### config.mk
export PLATFORM = sky130hd
export DESIGN_NAME = vga_timing_gen
export DESIGN_NICKNAME = d
export VERILOG_FILES = /design/src/rtl/vga_timing_gen.sv
export SDC_FILE = /design/constraint.sdc
export NUM_CORES = 1
export LEC_CHECK = 0
export CAP_MARGIN = 25
export CORE_ASPECT_RATIO = 2
export CORE_MARGIN = 2
export CORE_UTILIZATION = 45
export CTS_BUF_LIST = sky130_fd_sc_hd__clkbuf_8
export DETAILED_ROUTE_END_ITERATION = 7
export PLACE_DENSITY = 0.68
export SLEW_MARGIN = 40
export SYNTH_ARGS = -nofsm -noshare
export SYNTH_HDL_FRONTEND = slang
export SYNTH_SLANG_ARGS = --single-unit
export TNS_END_PERCENT = 10
### constraint.sdc
create_clock -name CLK -period 2 [get_ports CLK]
set_input_delay 0.4 -clock CLK [delete_from_list [all_inputs] [get_ports CLK]]
set_output_delay 0.4 -clock CLK [all_outputs]
set_load 0.01 [all_outputs]
### src/rtl/vga_timing_gen.sv
// VGA raster timing generator: pixel-rate divider, h/v position counters and a
// registered output stage (sync, blanking, coordinates, line/frame strobes).
module vga_timing_gen #(
  parameter int DIV      = 4,
  parameter int H_ACTIVE = 640,
  parameter int H_FRONT  = 16,
  parameter int H_SYNC   = 96,
  parameter int H_BACK   = 48,
  parameter int V_ACTIVE = 480,
  parameter int V_FRONT  = 10,
  parameter int V_SYNC   = 2,
  parameter int V_BACK   = 33,
  parameter int H_POL    = 0,
  parameter int V_POL    = 0,
  parameter int CW       = 10
) (
  input  logic          CLK,
  input  logic          CLR,
  input  logic          EN,
  output logic          hSync,
  output logic          vSync,
  output logic          bright,
  output logic [CW-1:0] X,
  output logic [CW-1:0] Y,
  output logic          lineStart,
  output logic          frameStart
);
  localparam int H_TOTAL = H_ACTIVE + H_FRONT + H_SYNC + H_BACK;
  localparam int V_TOTAL = V_ACTIVE + V_FRONT + V_SYNC + V_BACK;
  localparam int DW      = (DIV > 1) ? $clog2(DIV) : 1;

  localparam logic [DW-1:0] DIV_LAST = DW'(DIV - 1);
  localparam logic [CW-1:0] H_LAST   = CW'(H_TOTAL - 1);
  localparam logic [CW-1:0] V_LAST   = CW'(V_TOTAL - 1);
  localparam logic [CW-1:0] H_ACT    = CW'(H_ACTIVE);
  localparam logic [CW-1:0] V_ACT    = CW'(V_ACTIVE);
  localparam logic [CW-1:0] H_SS     = CW'(H_ACTIVE + H_FRONT);
  localparam logic [CW-1:0] H_SE     = CW'(H_ACTIVE + H_FRONT + H_SYNC);
  localparam logic [CW-1:0] V_SS     = CW'(V_ACTIVE + V_FRONT);
  localparam logic [CW-1:0] V_SE     = CW'(V_ACTIVE + V_FRONT + V_SYNC);
  localparam logic          HP       = (H_POL != 0);
  localparam logic          VP       = (V_POL != 0);

  logic [DW-1:0] div;
  logic [CW-1:0] hc, vc;
  logic          tick, in_hs, in_vs;

  assign tick  = EN && (div == DIV_LAST);
  assign in_hs = (hc >= H_SS) && (hc < H_SE);
  assign in_vs = (vc >= V_SS) && (vc < V_SE);

  // EN low is treated exactly like reset so re-enabling restarts at (0,0).
  always_ff @(posedge CLK or negedge CLR) begin
    if (!CLR) begin
      div        <= '0;
      hc         <= '0;
      vc         <= '0;
      X          <= '0;
      Y          <= '0;
      bright     <= 1'b0;
      lineStart  <= 1'b0;
      frameStart <= 1'b0;
      hSync      <= ~HP;
      vSync      <= ~VP;
    end else if (!EN) begin
      div        <= '0;
      hc         <= '0;
      vc         <= '0;
      X          <= '0;
      Y          <= '0;
      bright     <= 1'b0;
      lineStart  <= 1'b0;
      frameStart <= 1'b0;
      hSync      <= ~HP;
      vSync      <= ~VP;
    end else begin
      div        <= tick ? '0 : div + 1'b1;
      lineStart  <= 1'b0;
      frameStart <= 1'b0;
      if (tick) begin
        if (hc == H_LAST) begin
          hc <= '0;
          vc <= (vc == V_LAST) ? '0 : vc + 1'b1;
        end else begin
          hc <= hc + 1'b1;
        end
        // Outputs reflect the pre-tick position: one pixel of latency.
        X          <= hc;
        Y          <= vc;
        bright     <= (hc < H_ACT) && (vc < V_ACT);
        hSync      <= in_hs ? HP : ~HP;
        vSync      <= in_vs ? VP : ~VP;
        lineStart  <= (hc == '0);
        frameStart <= (hc == '0) && (vc == '0);
      end
    end
  end
endmodule

# After elaboration in Yosys (flattened, before gate mapping)
# Index checks and enable logic that the tools add are counted.
[word_totals] ff_bits=47 out_inout_bits=25
[classes] n_addsub=3 order_cmp=6 n_eq_ne=5 muxes=25 n_reduce_logical=8
[ops] cell="2-to-1 mux 10 bit" n=11
[ops] cell="adder 10 x 1 -> 10 bit, second input constant" n=2
[ops] cell="equality test 10 bit, second input constant" n=2
[ops] cell="logical NOT 10 bit" n=2
[ops] cell="less-than comparator 10 bit, second input constant" n=2
[ops] cell="less-than comparator 10 x 9 -> 1 bit, second input constant" n=2
[ops] cell="2-to-1 mux 1 bit" n=12
[ops] cell=">= comparator 10 bit, second input constant" n=1
[ops] cell=">= comparator 10 x 9 -> 1 bit, second input constant" n=1
[ops] cell="logical AND 1 bit" n=5
[ops] cell="2-to-1 mux 2 bit" n=2
[ops] cell="inequality test 2 x 1 -> 1 bit, second input constant" n=2
[ops] cell="adder 2 x 1 -> 2 bit, second input constant" n=1
[ops] cell="equality test 2 bit, second input constant" n=1
[ops] cell="AND reduction 2 bit" n=1

# Longest topological paths before layout
[logic_depth] depth_word=5 ltp_mapped=7 ltp_nobuf=6

# Worst setup path before layout
# OpenSTA, ideal clock, no wires.
[synth_path] path_type="reg2reg" startpoint="register vc[0]" endpoint="register vc[4]" arrival_time_ns=1.894 t_required_ns=1.875 path_slack_ns=-0.019 path_stages_with_launch=7 synth_period_minus_slack_ns=2.019 path_cell_list="dfrtp_1 inv_1 ha_1 or4b_4 o41a_1 and3_1 mux2_2"
[synth_between] elab_chain_cells=5
[synth_lines] item="start, declared" line_no="45" rtl="logic [CW-1:0] hc, vc;"
[synth_lines] item="start signal, assigned" line_no="83" rtl="vc <= (vc == V_LAST) ? '0 : vc + 1'b1;"
[synth_lines] item="adder 10 x 1 -> 10 bit or equality test 10 bit (tied branches)" line_no="83"
[synth_lines] item="2-to-1 mux 10 bit *" line_no="83"
[synth_lines] item="2-to-1 mux 10 bit *" line_no="81" rtl="if (hc == H_LAST) begin"
[synth_lines] item="2-to-1 mux 10 bit *" line_no="80" rtl="if (tick) begin"
[synth_lines] item="2-to-1 mux 10 bit *" line_no="65" rtl="end else if (!EN) begin"
# Every way passes the cells marked *; elsewhere a longest branch is shown, timed or not. The select of a mux whose other input is x is not followed.
# A chain may end at the register's enable or synchronous reset.

# Worst setup path in the final report
# Same ends and word-level chain as after synthesis.

==> flow_metrics.env <==
export IMPL_synth_warnings=0
export IMPL_switching_share_pct=26.80
export IMPL_regArea_sq_um=1179
export IMPL_cp_end_kind="flop"
export IMPL_route_vias_total=1857
export IMPL_dp_hpwl_um=3980
export IMPL_drv_cap=0
export IMPL_synth_cell_types=39
export IMPL_rsz0062_at_grt="true"
export IMPL_grt_pass1_vias=1921
export IMPL_path_class="flop to flop"
export IMPL_h_tree_depth=2
export IMPL_antenna_left=0
export IMPL_wire_per_inst_um=16.55
export IMPL_cp_startpoint="vc[0]"
export IMPL_fin_skew_ns=0.005530
export IMPL_insertion_delay_ns=0.30
export IMPL_rrSetupSlack_ns=0.03
export IMPL_setup_viol=0
export IMPL_area_delta_synth_final_pct=25.79
export IMPL_synth_area_top_cells="dfrtp_1 (49%), mux2i_1 (8.7%), nor2_1 (5.2%)"
export IMPL_rows=36
export IMPL_dieArea_sq_um=5721
export IMPL_cts_hold_buf=0
export IMPL_layout_cells_non_filler=328
export IMPL_syn_avg_cell_area_sq_um=10.11
export IMPL_r2r_end="vc[4]"
export IMPL_slew_viol_final=0
export IMPL_postLayoutCellArea_sq_um=2887
export IMPL_synth_main_ff_cell="dfrtp_1"
export IMPL_relSlewSlack_pct=60.02
export IMPL_arrival_ns=2.16
export IMPL_p_comb_share_pct=13.1
export IMPL_timing_rr_start="vc[0]"
export IMPL_tritoncts="built"
export IMPL_wl_um=5427
export IMPL_clk_pin_slew_worst_paths_ns=0.09
export IMPL_dp_cells=319
export IMPL_synth_top_area_share_pct=49.07
export IMPL_drc=0
export IMPL_clockBufferDepth=2
export IMPL_core_area_sq_um=4910
export IMPL_synth_seq_cells=47
export IMPL_die_w_um=54.50
export IMPL_drive_gt1_share_pct=16.61
export IMPL_netlist_area_sq_um=2295
export IMPL_power_density_nw_per_um2=653.1
export IMPL_grt_first_pass_wirelength_um=9135
export IMPL_holdCritPathClass="primary input to asynchronous set/reset pin"
export IMPL_fillers=437
export IMPL_timing_final_crit_period_ns=1.969
export IMPL_grt_start_max_net_pins=48
export IMPL_drtPass1Iterations=6
export IMPL_holdWs_ns=0.1791
export IMPL_netlist_top_cell_by_area="dfrtp_1"
export IMPL_outcome="finished clean"
export IMPL_yosysSeqAreaShare_pct=51.36
export IMPL_placed_area_sq_um=2749
export IMPL_initial_core_util_pct=46.74
export IMPL_utilization_pct=58.79
export IMPL_synth_edf_count=0
export IMPL_grt_overflow=0
export IMPL_cts_sinks=47
export IMPL_crit_required_ns=2.19
export IMPL_layout_nets=279
export IMPL_fmax_mhz=507.8
export IMPL_grt_total_usage_pct=22.04
export IMPL_syn_nets=236
export IMPL_power_leakage_uw=0.001282
export IMPL_rr_worst_depth=6
export IMPL_clockRootBuffer="clkbuf_8"
export IMPL_drt_iter0_drc=37
export IMPL_crit_path_start_kind="flop"
export IMPL_crit_fanout=3
export IMPL_gp_congestion=0.8457
export IMPL_p_int_uw=1380
export IMPL_hold_violations=0
export IMPL_die_h_um=105.0
export IMPL_vdd_drop_max_mv=0.6079
export IMPL_finalCritPeriodShare_pct=98.46
export IMPL_io_pins=28
export IMPL_multi_input_area_sq_um=1062
export IMPL_power_frac_seq_pct=55.2
export IMPL_tightestPinTransition_ns=0.5998
export IMPL_viasPerCell=5.662
export IMPL_port_buffers=27
export IMPL_cts_made_buffers=5
export IMPL_clockPowerShare_pct=31.7
export IMPL_p_switching_uw=505.2
export IMPL_netlist_instances=227
export IMPL_antenna_found_initial=0
export IMPL_synthArstFlopShare_pct=100.0
export IMPL_antennaDiodeCount=0
## layer usage
layer / GRT usage, % / wire length (um) / share of wire, %
met5: 0 / 0 / 0
met3: 3.571 / 107 / 2.0
met1: 23.51 / 2007 / 37
met2: 38.81 / 3114 / 57
met4: 11.07 / 197 / 3.6
## power groups by stage
stage / sequential, uW / combinational, uW / clock [uW]
final: 1040 / 247 / 597
after global routing: 1050 / 281 / 636
after CTS: 1040 / 242 / 605
after detailed placement: 1060 / 237 / 0
after global placement: 1060 / 234 / 0
after floorplan: 1030 / 151 / 0
## state kept, by name, indices dropped and copies added, names as in the netlist
signal and cells:
X 10, Y 10, bright 1, div 2, frameStart 1, hSync 1
hc 10, lineStart 1, vSync 1, vc 10
## cells in the mapped netlist (2+ instances only)
cell type   n
nor3_1      4
nand3_1     8
dfstp_2     2
nand2_1    11
o211ai_1    2
buf_2       2
o21ai_0    11
o21ai_1     3
clkbuf_1   14
nor4b_1     2
nor2_1     32
xor2_1      4
and3_1      7
mux2_2      2
inv_1       5
and4_1      2
a31oi_1    10
mux2i_1    20
nand2b_1    4
a21oi_1     4
ha_1        6
or3_1       3
dfrtp_1    45
nand4_1     5
nor2b_1     3
and2_1      3
## what timing repair did
| item | 4_1_cts | 5_1_grt |
|---|---|---|
| pin swaps | 1 | 1 |
| buffers inserted | 1 | 0 |
| gates resized for setup | 0 | 7 |
| cloned | 0 | 0 |
| endpoints found under the setup margin | 4 | 8 |
## final cells by class
class / count / share of cell area (%)
Clock buffer: 6 / 2.861
Clock inverter: 2 / 0.4335
Inverter: 6 / 0.7802
Multi-Input combinational cell: 158 / 36.80
Sequential cell: 47 / 40.83
Tap cell: 57 / 2.471
Timing Repair Buffer: 52 / 15.82
## layout by cell type, fill, tap and decap left out, types with 4 or more instances in the layout
cell / n
mux2i_1: 20
nor2_1: 32
and3_1: 7
nand2_1: 11
nand4_1: 5
buf_4: 24
xor2_1: 4
a31oi_1: 7
nand3_1: 8
o21ai_0: 11
clkdlybuf4s50_1: 26
inv_1: 4
a21oi_1: 4
nor3_1: 4
nand2b_1: 4
dfrtp_1: 45
clkbuf_8: 6
ha_1: 6
## worst max path at each step
stage          endpoint  slack (ns)  depth (start not counted)
2_1_floorplan     vc[4]       0.004                          6
3_3_place_gp      vc[4]        0.04                          6
3_5_place_dp      vc[3]      -0.007                          7
4_1_cts           vc[9]       0.009                          6
5_1_grt           vc[2]       -0.06                          7
6_report          vc[4]        0.03                          6
## per-stage QoR
stage               total power, uW  worst slack [ns]   TNS [ns]
floorplan                      1186          0.003871          0
global placement               1290           0.04088          0
detailed placement             1294         -0.006764  -0.006764
CTS                            1885          0.009454          0
global route                   1964          -0.06333    -0.2572
finish                         1885           0.03074          0
## cells by family after synthesis
family	Yosys count	share of synthesized area [%]
multiplexers	22	9.705
AND/OR/NAND/NOR	89	20.01
flip-flops	47	51.36
buffers and inverters	22	3.708
adder cells (fa/ha/maj)	6	3.271
XOR/XNOR	4	1.527
AO/OA/AOI/OAI	37	10.41
## critical path, stage by stage (launching register included)
cell,delay (ns)
dfrtp_1,0.40
inv_2,0.06
ha_1,0.13
or4b_4,0.48
o41a_1,0.37
and3_1,0.18
mux2_2,0.25
Note: power is estimated with default switching activity, not from simulation.
